$ cat src/rtl/xor_txn_sequencer.sv
// xor_txn_sequencer: bus-side master for the XOR FIFO block.
// For each accepted operand pair it writes A and then B, polls the
// Y-not-empty status, pops Y and returns it on the output stream.
// Only one transaction is in flight at a time.
// Optional build macro XOR_SEQ_CHECK_EN adds a checker. The checker compares
// each popped Y against a^b and exposes chk_mismatch and mismatch_cnt.
module xor_txn_sequencer #(
  parameter int unsigned ADDR_W       = 3,
  parameter int unsigned A_ADDR       = 4,
  parameter int unsigned B_ADDR       = 5,
  parameter int unsigned STAT_ADDR    = 2,
  parameter int unsigned Y_ADDR       = 3,
  parameter int unsigned POLL_TIMEOUT = 255
) (
  input  logic              CLK,
  input  logic              RST,
  input  logic              in_valid,
  output logic              in_ready,
  input  logic              in_a,
  input  logic              in_b,
  output logic              out_valid,
  input  logic              out_ready,
  output logic              out_y,
  output logic              out_err,
  output logic              wr_en,
  output logic [ADDR_W-1:0] wr_address,
  output logic              wr_data,
  input  logic              wr_rdy,
  output logic              rd_en,
  output logic [ADDR_W-1:0] rd_address,
  input  logic              rd_data,
  input  logic              rd_rdy,
`ifdef XOR_SEQ_CHECK_EN
  output logic              chk_mismatch,
  output logic [7:0]        mismatch_cnt,
`endif
  output logic              busy
);

  localparam logic [ADDR_W-1:0] A_AD    = A_ADDR[ADDR_W-1:0];
  localparam logic [ADDR_W-1:0] B_AD    = B_ADDR[ADDR_W-1:0];
  localparam logic [ADDR_W-1:0] STAT_AD = STAT_ADDR[ADDR_W-1:0];
  localparam logic [ADDR_W-1:0] Y_AD    = Y_ADDR[ADDR_W-1:0];
  localparam logic [15:0]       TO      = POLL_TIMEOUT[15:0];

  typedef enum logic [2:0] {IDLE, WR_A, WR_B, POLL, RD_Y, RESP} state_t;

  state_t      state;
  logic [15:0] poll_cnt;
  logic        op_b;
`ifdef XOR_SEQ_CHECK_EN
  logic        op_a;
`endif

  // Transaction FSM. Every output is registered here. Each DUT address or
  // data change happens only on the edge where the current request completes.
  always_ff @(posedge CLK or posedge RST) begin
    if (RST) begin
      state      <= IDLE;
      poll_cnt   <= '0;
      op_b       <= 1'b0;
`ifdef XOR_SEQ_CHECK_EN
      op_a       <= 1'b0;
`endif
      in_ready   <= 1'b1;
      out_valid  <= 1'b0;
      out_y      <= 1'b0;
      out_err    <= 1'b0;
      wr_en      <= 1'b0;
      wr_address <= '0;
      wr_data    <= 1'b0;
      rd_en      <= 1'b0;
      rd_address <= '0;
      busy       <= 1'b0;
    end else begin
      case (state)
        IDLE: if (in_valid) begin
          op_b       <= in_b;
`ifdef XOR_SEQ_CHECK_EN
          op_a       <= in_a;
`endif
          in_ready   <= 1'b0;
          busy       <= 1'b1;
          wr_en      <= 1'b1;
          wr_address <= A_AD;
          wr_data    <= in_a;
          state      <= WR_A;
        end
        WR_A: if (wr_rdy) begin
          wr_address <= B_AD;
          wr_data    <= op_b;
          state      <= WR_B;
        end
        WR_B: if (wr_rdy) begin
          wr_en      <= 1'b0;
          rd_en      <= 1'b1;
          rd_address <= STAT_AD;
          poll_cnt   <= '0;
          state      <= POLL;
        end
        POLL: if (rd_rdy) begin
          if (rd_data) begin
            rd_address <= Y_AD;
            state      <= RD_Y;
          end else begin
            poll_cnt <= poll_cnt + 16'd1;
            // Give up after the poll budget. The operands stay queued in the DUT.
            if (poll_cnt + 16'd1 == TO) begin
              rd_en     <= 1'b0;
              out_valid <= 1'b1;
              out_err   <= 1'b1;
              out_y     <= 1'b0;
              state     <= RESP;
            end
          end
        end
        RD_Y: if (rd_rdy) begin
          rd_en     <= 1'b0;
          out_y     <= rd_data;
          out_err   <= 1'b0;
          out_valid <= 1'b1;
          state     <= RESP;
        end
        RESP: if (out_ready) begin
          out_valid <= 1'b0;
          in_ready  <= 1'b1;
          busy      <= 1'b0;
          state     <= IDLE;
        end
        default: state <= IDLE;
      endcase
    end
  end

`ifdef XOR_SEQ_CHECK_EN
  // Result checker: compare the popped Y against a^b and count mismatches
  // with saturation. Timeout aborts never reach RD_Y, so they are not compared.
  always_ff @(posedge CLK or posedge RST) begin
    if (RST) begin
      chk_mismatch <= 1'b0;
      mismatch_cnt <= '0;
    end else begin
      chk_mismatch <= 1'b0;
      if (state == RD_Y && rd_rdy && rd_data != (op_a ^ op_b)) begin
        chk_mismatch <= 1'b1;
        if (mismatch_cnt != 8'hFF) mismatch_cnt <= mismatch_cnt + 8'd1;
      end
    end
  end
`endif

endmodule

$ cat config.mk
export PLATFORM = sky130hd
export DESIGN_NAME = xor_txn_sequencer
export DESIGN_NICKNAME = d
export VERILOG_FILES = /design/src/rtl/xor_txn_sequencer.sv
export SDC_FILE = /design/constraint.sdc
export NUM_CORES = 1
export LEC_CHECK = 0
export CORE_MARGIN = 3
export CORE_UTILIZATION = 61
export DETAILED_ROUTE_END_ITERATION = 6
export DONT_BUFFER_PORTS = 1
export MAX_ROUTING_LAYER = met4
export PLACE_DENSITY = 0.82
export SYNTH_ARGS = -nofsm -noshare
export SYNTH_HDL_FRONTEND = slang
export SYNTH_SLANG_ARGS = --single-unit
$ cat constraint.sdc
create_clock -name CLK -period 4.4 [get_ports CLK]
set_clock_uncertainty 0.15 [all_clocks]
set_input_delay 0.44 -clock CLK [delete_from_list [all_inputs] [get_ports CLK]]
set_output_delay 0.44 -clock CLK [all_outputs]
set_load 0.01 [all_outputs]
Yosys cells after proc, flatten, opt, wreduce, memory -nomap -nowiden. Index checks and enable logic that the tools add are counted.

Register bits: 34. Bits in latches: 0. RAM bits: 0. ROM bits: 0. Input bits: 9. Output and inout port bits: 14. Logic and storage cells: 92. Memories: 0.

Add/subtract/negate cells: 1. $mul: 0. Div/mod/pow operators: 0. Order comparisons: 0. Equality and inequality tests: 16. Shift-type cells: 0. Multiplexer cells: 44. Bitwise gates (word level): 0. Reduce and logical (&&, ||, !) cells: 18.

Operator list (count): 2-to-1 mux 16 bit (3); 2-to-1 mux 3 bit (12); one-hot mux 16 bit (2 select lines) (1); != test 2 bit (second input constant) (9); one-hot mux 3 bit (6 select lines) (1); 2-to-1 mux 1 bit (17); adder 16 x 1 -> 16 bit (second input constant) (1); equality test 16 x 8 -> 1 bit (second input constant) (1); one-hot mux 1 bit (2 select lines) (6); one-hot mux 3 bit (2 select lines) (2); AND reduction 6 bit (2); nonzero test 2 bit (5); AND reduction 3 bit (3); AND reduction 4 bit (2); AND reduction 7 bit (1); equality test 3 x 2 -> 1 bit (second input constant) (2); equality test 3 bit (second input constant) (2); one-hot mux 1 bit (3 select lines) (2); nonzero test 3 bit (2); AND reduction 5 bit (1); equality test 3 x 1 -> 1 bit (second input constant) (1); logical NOT 3 bit (1); != test 3 bit (second input constant) (1); AND reduction 2 bit (1).

Depth between registers and ports, before layout.
Word-level depth: 6. Mapped depth: 7. Depth with buffers taken out: 6.

Least setup slack after synthesis. OpenSTA, ideal clock, no wires.

Path kind: reg2reg. Start: register poll_cnt[0]. End: register state[2]. Setup time: 124 ps. Data arrival time: 1814 ps. Required time: 4126 ps. Path slack: 2312 ps. Stages on the path, launching flop included: 7. Cells stage by stage: dfrtp_1 > ha_1 > nand4_1 > nor4_4 > nor3_1 > o2111a_2 > a211o_1.

Word-level cells in the longest chain between the ends: 4.

RTL lines: from (decl) (line 49) `logic [15:0] poll_cnt;`; from (signal assigned) (line 106) `poll_cnt <= poll_cnt + 16'd1;`; adder 16 x 1 -> 16 bit (line 108) `if (poll_cnt + 16'd1 == TO) begin`; equality test 16 x 8 -> 1 bit (line 108); != test 3 bit (no source line); AND reduction 7 bit (no source line); to (signal assigned) (line 104) `state <= RD_Y;`; to (signal assigned) (line 113) `state <= RESP;`; to (signal assigned) (line 122) `state <= RESP;`; to (decl) (line 48) `state_t state;`.

No other way between the ends. A chain may end at the register's enable or synchronous reset.

Worst setup path after layout.
Start: register state[0]. End: register rd_en.

Word-level cells in the longest chain between the ends: 3. Elaborated cells between the ends (all ways): 11. Classes of those cells: eq/ne: 8; mux: 1; reduce/logical: 2.

RTL lines: from (signal assigned) (line 59) `state <= IDLE;`; from (signal assigned) (line 87) `state <= WR_A;`; from (signal assigned) (line 92) `state <= WR_B;`; equality test 3 x 2 -> 1 bit or equality test 3 bit (tied branches) (line 76) `case (state)`; != test 2 bit (no source line) or nonzero test 3 bit (tied branches); AND reduction 6 bit (no source line); to (signal assigned) (line 72) `rd_en <= 1'b0;`; to (signal assigned) (line 96) `rd_en <= 1'b1;`; to (signal assigned) (line 109) `rd_en <= 1'b0;`; to (decl) (line 29) `output logic rd_en,`.

Several ways; a longest one is shown, not always the timed one.

==> results.json <==
{
  "tns_ns": 0,
  "htree_levels": 2,
  "p_int_w": 0.000534,
  "path_clk_slew_ns": 0.10,
  "post_drt_wl_per_cell_microns": 16.3,
  "nets": 234,
  "synth_ff_type": "dfrtp_1",
  "cts_root_buffer": "clkbuf_4",
  "cts.sinks": 32,
  "coreArea_sq_um": 3080,
  "sequentialPowerShare_pct": 51.0,
  "portBuffers": 0,
  "boundaryPins": 23,
  "insertion_delay_ns": 0.34,
  "synth_edf_count": 0,
  "cts_tree": "built",
  "grt-busiest-layer": "met2",
  "wirelength_microns": 4370,
  "cts_inserted_buffers": 5,
  "grt_pass1_vias": 1655,
  "diodes": 0,
  "dpl-instance-area_sq_um": 1980,
  "slowest_stage": "dfrtp_1",
  "fin_crit_sh_pct": 55.2,
  "final_max_slew_viol_count": 0,
  "gr-total-overflow": 0,
  "ys_warn_count": 0,
  "drc": 0,
  "p_per_area_nw_per_um2": 444,
  "syn_area_per_cell_sq_um": 8.74,
  "final_area_sq_um": 2040,
  "antenna_found_initial": 0,
  "initial_utilization_pct": 64.7,
  "num_vias": 1705,
  "hold_viol_final": 0,
  "critPathMaxStageDelay_ns": 0.78,
  "fmax_mhz": 412,
  "critPathMaxFanout": 22,
  "hpwl_microns": 3010,
  "p_sw_share_pct": 41.2,
  "status": "complete, no violations",
  "cp.required_ns": 4.46,
  "p_switching_w": 0.000373,
  "maxCapViolCount": 0,
  "path_cells": "and3b_1 > nand2_1 > a21oi_1 > a21oi_1",
  "use_met3_pct": 7.31,
  "tightest_slew_ns": 0.660,
  "via_per_inst": 6.36,
  "synth-seq-cells": 32,
  "cpMostUsedCell": "a21oi_1",
  "path_class": "register to register",
  "grt_max_degree": 33,
  "pwr-share-clk_pct": 17.7,
  "synth_top_cell_by_area": "dfrtp_1",
  "place_congestion": 0.889,
  "pwr-share-comb_pct": 31.3,
  "die_x_microns": 63.1,
  "finalWorstPathRequiredPeriod_ns": 2.43,
  "track_usage_pct": 25.2,
  "dr.pass1.iters": 5,
  "grt_pass1_wl_microns": 7780,
  "drive_gt1_share_pct": 8.93,
  "synth_area_leaders": "dfrtp_1, a21oi_1, o21ai_0",
  "antenna_left": 0,
  "setup_viol": 0,
  "synth_top_area_share_pct": 38.9,
  "leakagePower_nw": 0.837,
  "netlist_instances": 228,
  "crit_path_end_kind": "register",
  "async_reset_ff_share_pct": 100,
  "dieHeight_microns": 63.1,
  "crit_path_start_kind": "register",
  "dr.first_iter.drc_count": 136,
  "slew-limit-headroom_pct": 56.0,
  "met2_usage_pct": 36.0,
  "critPathArrivalTime_ns": 2.49,
  "syn2layout_area_growth_pct": 2.64,
  "ys_types": 52,
  "syn-cell-area_sq_um": 1990,
  "use_met1_pct": 32.8,
  "die-area_sq_um": 3990,
  "fp-row-count": 20,
  "rsz0062_at_grt": "false",
  "min_path_type": "input pin to register",
  "ir_worst_vdd_uv": 434,
  "ys_seq_area_share_pct": 40.3,
  "cts_buffer_depth": 2
}
[power by group through the flow]
stage               Sequential (W)  Clock (W)  Combinational (W)
global route              0.000476   0.000184           0.000317
finish                    0.000462   0.000161           0.000283
CTS                       0.000460   0.000165           0.000281
floorplan                 0.000410          0           0.000273
global placement          0.000460          0           0.000266
detailed placement        0.000465          0           0.000278
[final timing paths]
| kind | from | end | slack, ns | cells after the start |
|---|---|---|---|---|
| setup reg to reg | state[0] | rd_en | 1.97 | 4 |
| max in group asynchronous | RST | in_ready | 3.30 | 3 |
| hold / removal | in_b | op_b | 0.09 | 1 |
| min in group asynchronous | RST | wr_address[2] | 0.46 | 3 |
| setup / recovery | state[0] | rd_en | 1.97 | 4 |
| hold reg to reg | op_b | op_b | 0.39 | 1 |
[logic make-up after synthesis]
logic type | count (synthesis) | share of synthesized area (%)
DFF | 32 | 40.3
muxes | 5 | 2.64
AOI/OAI and AO/OA | 72 | 23.1
and+or+nand+nor | 85 | 23.9
xor gates and xnor gates | 7 | 3.08
other | 1 | 0.188
buffers and inverters | 24 | 5.59
adders and majority gates | 2 | 1.26
[state kept, by name, indices dropped and copies added (netlist names)]
signal and cells:
op_b 1, wr_en 1, out_err 1, poll_cnt 16, wr_data 1, out_valid 1, rd_address 2, out_y 1
wr_address 2, state 3, in_ready 1, rd_en 1, busy 1
[layout make-up]
cell class,instances,area (sq um)
Timing Repair Buffer,3,25.0
Fill cell,263,1030
Multi-Input combinational cell,173,1080
Clock buffer,7,45.0
Sequential cell,32,802
Clock inverter,1,5.00
Inverter,8,30.0
Tap cell,44,55.1
[synth_stat cells, types with 3 or more instances]
master,n
clkbuf_1,6
nand2_1,24
o21ai_1,3
buf_2,5
xor2_1,4
nor2b_1,3
xnor2_1,3
o21ai_0,19
buf_4,4
a21oi_1,23
inv_1,8
o41ai_1,3
o22ai_1,3
o31ai_1,7
nor2_1,16
dfrtp_1,31
nor3_1,3
nand3_1,10
mux2i_1,3
nand4_1,6
[through the flow]
step                      cells  hold slack [ns]  setup slack (ns)  power [W]  utilization [%]
after floorplan             229            0.331              2.31   0.000683                -
after global placement      259            0.287              2.14   0.000726             64.5
after detailed placement    259            0.294              2.06   0.000743             64.5
after CTS                   268           0.0859              2.04   0.000906             66.4
after global routing        268           0.0796              1.73   0.000978             66.4
final                       268           0.0946              1.97   0.000907             66.4
[repair_timing]
action,CTS,global route
buffers inserted,0,0
hold buffers,1,0
resized for setup,0,0
hold endpoints to repair,31,0
[critical path: cells and delay by family (launching register included)]
kind,cells,cell delay [ns]
compound gates,2,0.51
flops,1,0.78
simple gates,2,0.85
[placed cells by master, fill, tap and decap left out, types with 3 or more instances in the layout]
master    netlist  final
dfrtp_1        31     31
o41ai_1         3      3
nand2_1        24     24
nor2b_1         3      3
clkbuf_4        0      5
mux2i_1         3      3
o22ai_1         3      3
inv_1           8      8
o21ai_0        19     19
xor2_1          4      4
o21ai_1         3      3
nand3_1        10     10
nor2_1         16     16
a21oi_1        23     23
o31ai_1         7      7
xnor2_1         3      3
nor3_1          3      3
nand4_1         6      6
[layer usage]
layer	up-vias	routed length, microns	share of wire [%]
li1	808	-	-
met1	809	1860	43
met2	80	2090	48
met3	8	348	8.0
met4	0	71	1.6
met5	-	0	0
No activity file was read; power rests on OpenSTA's default activity.
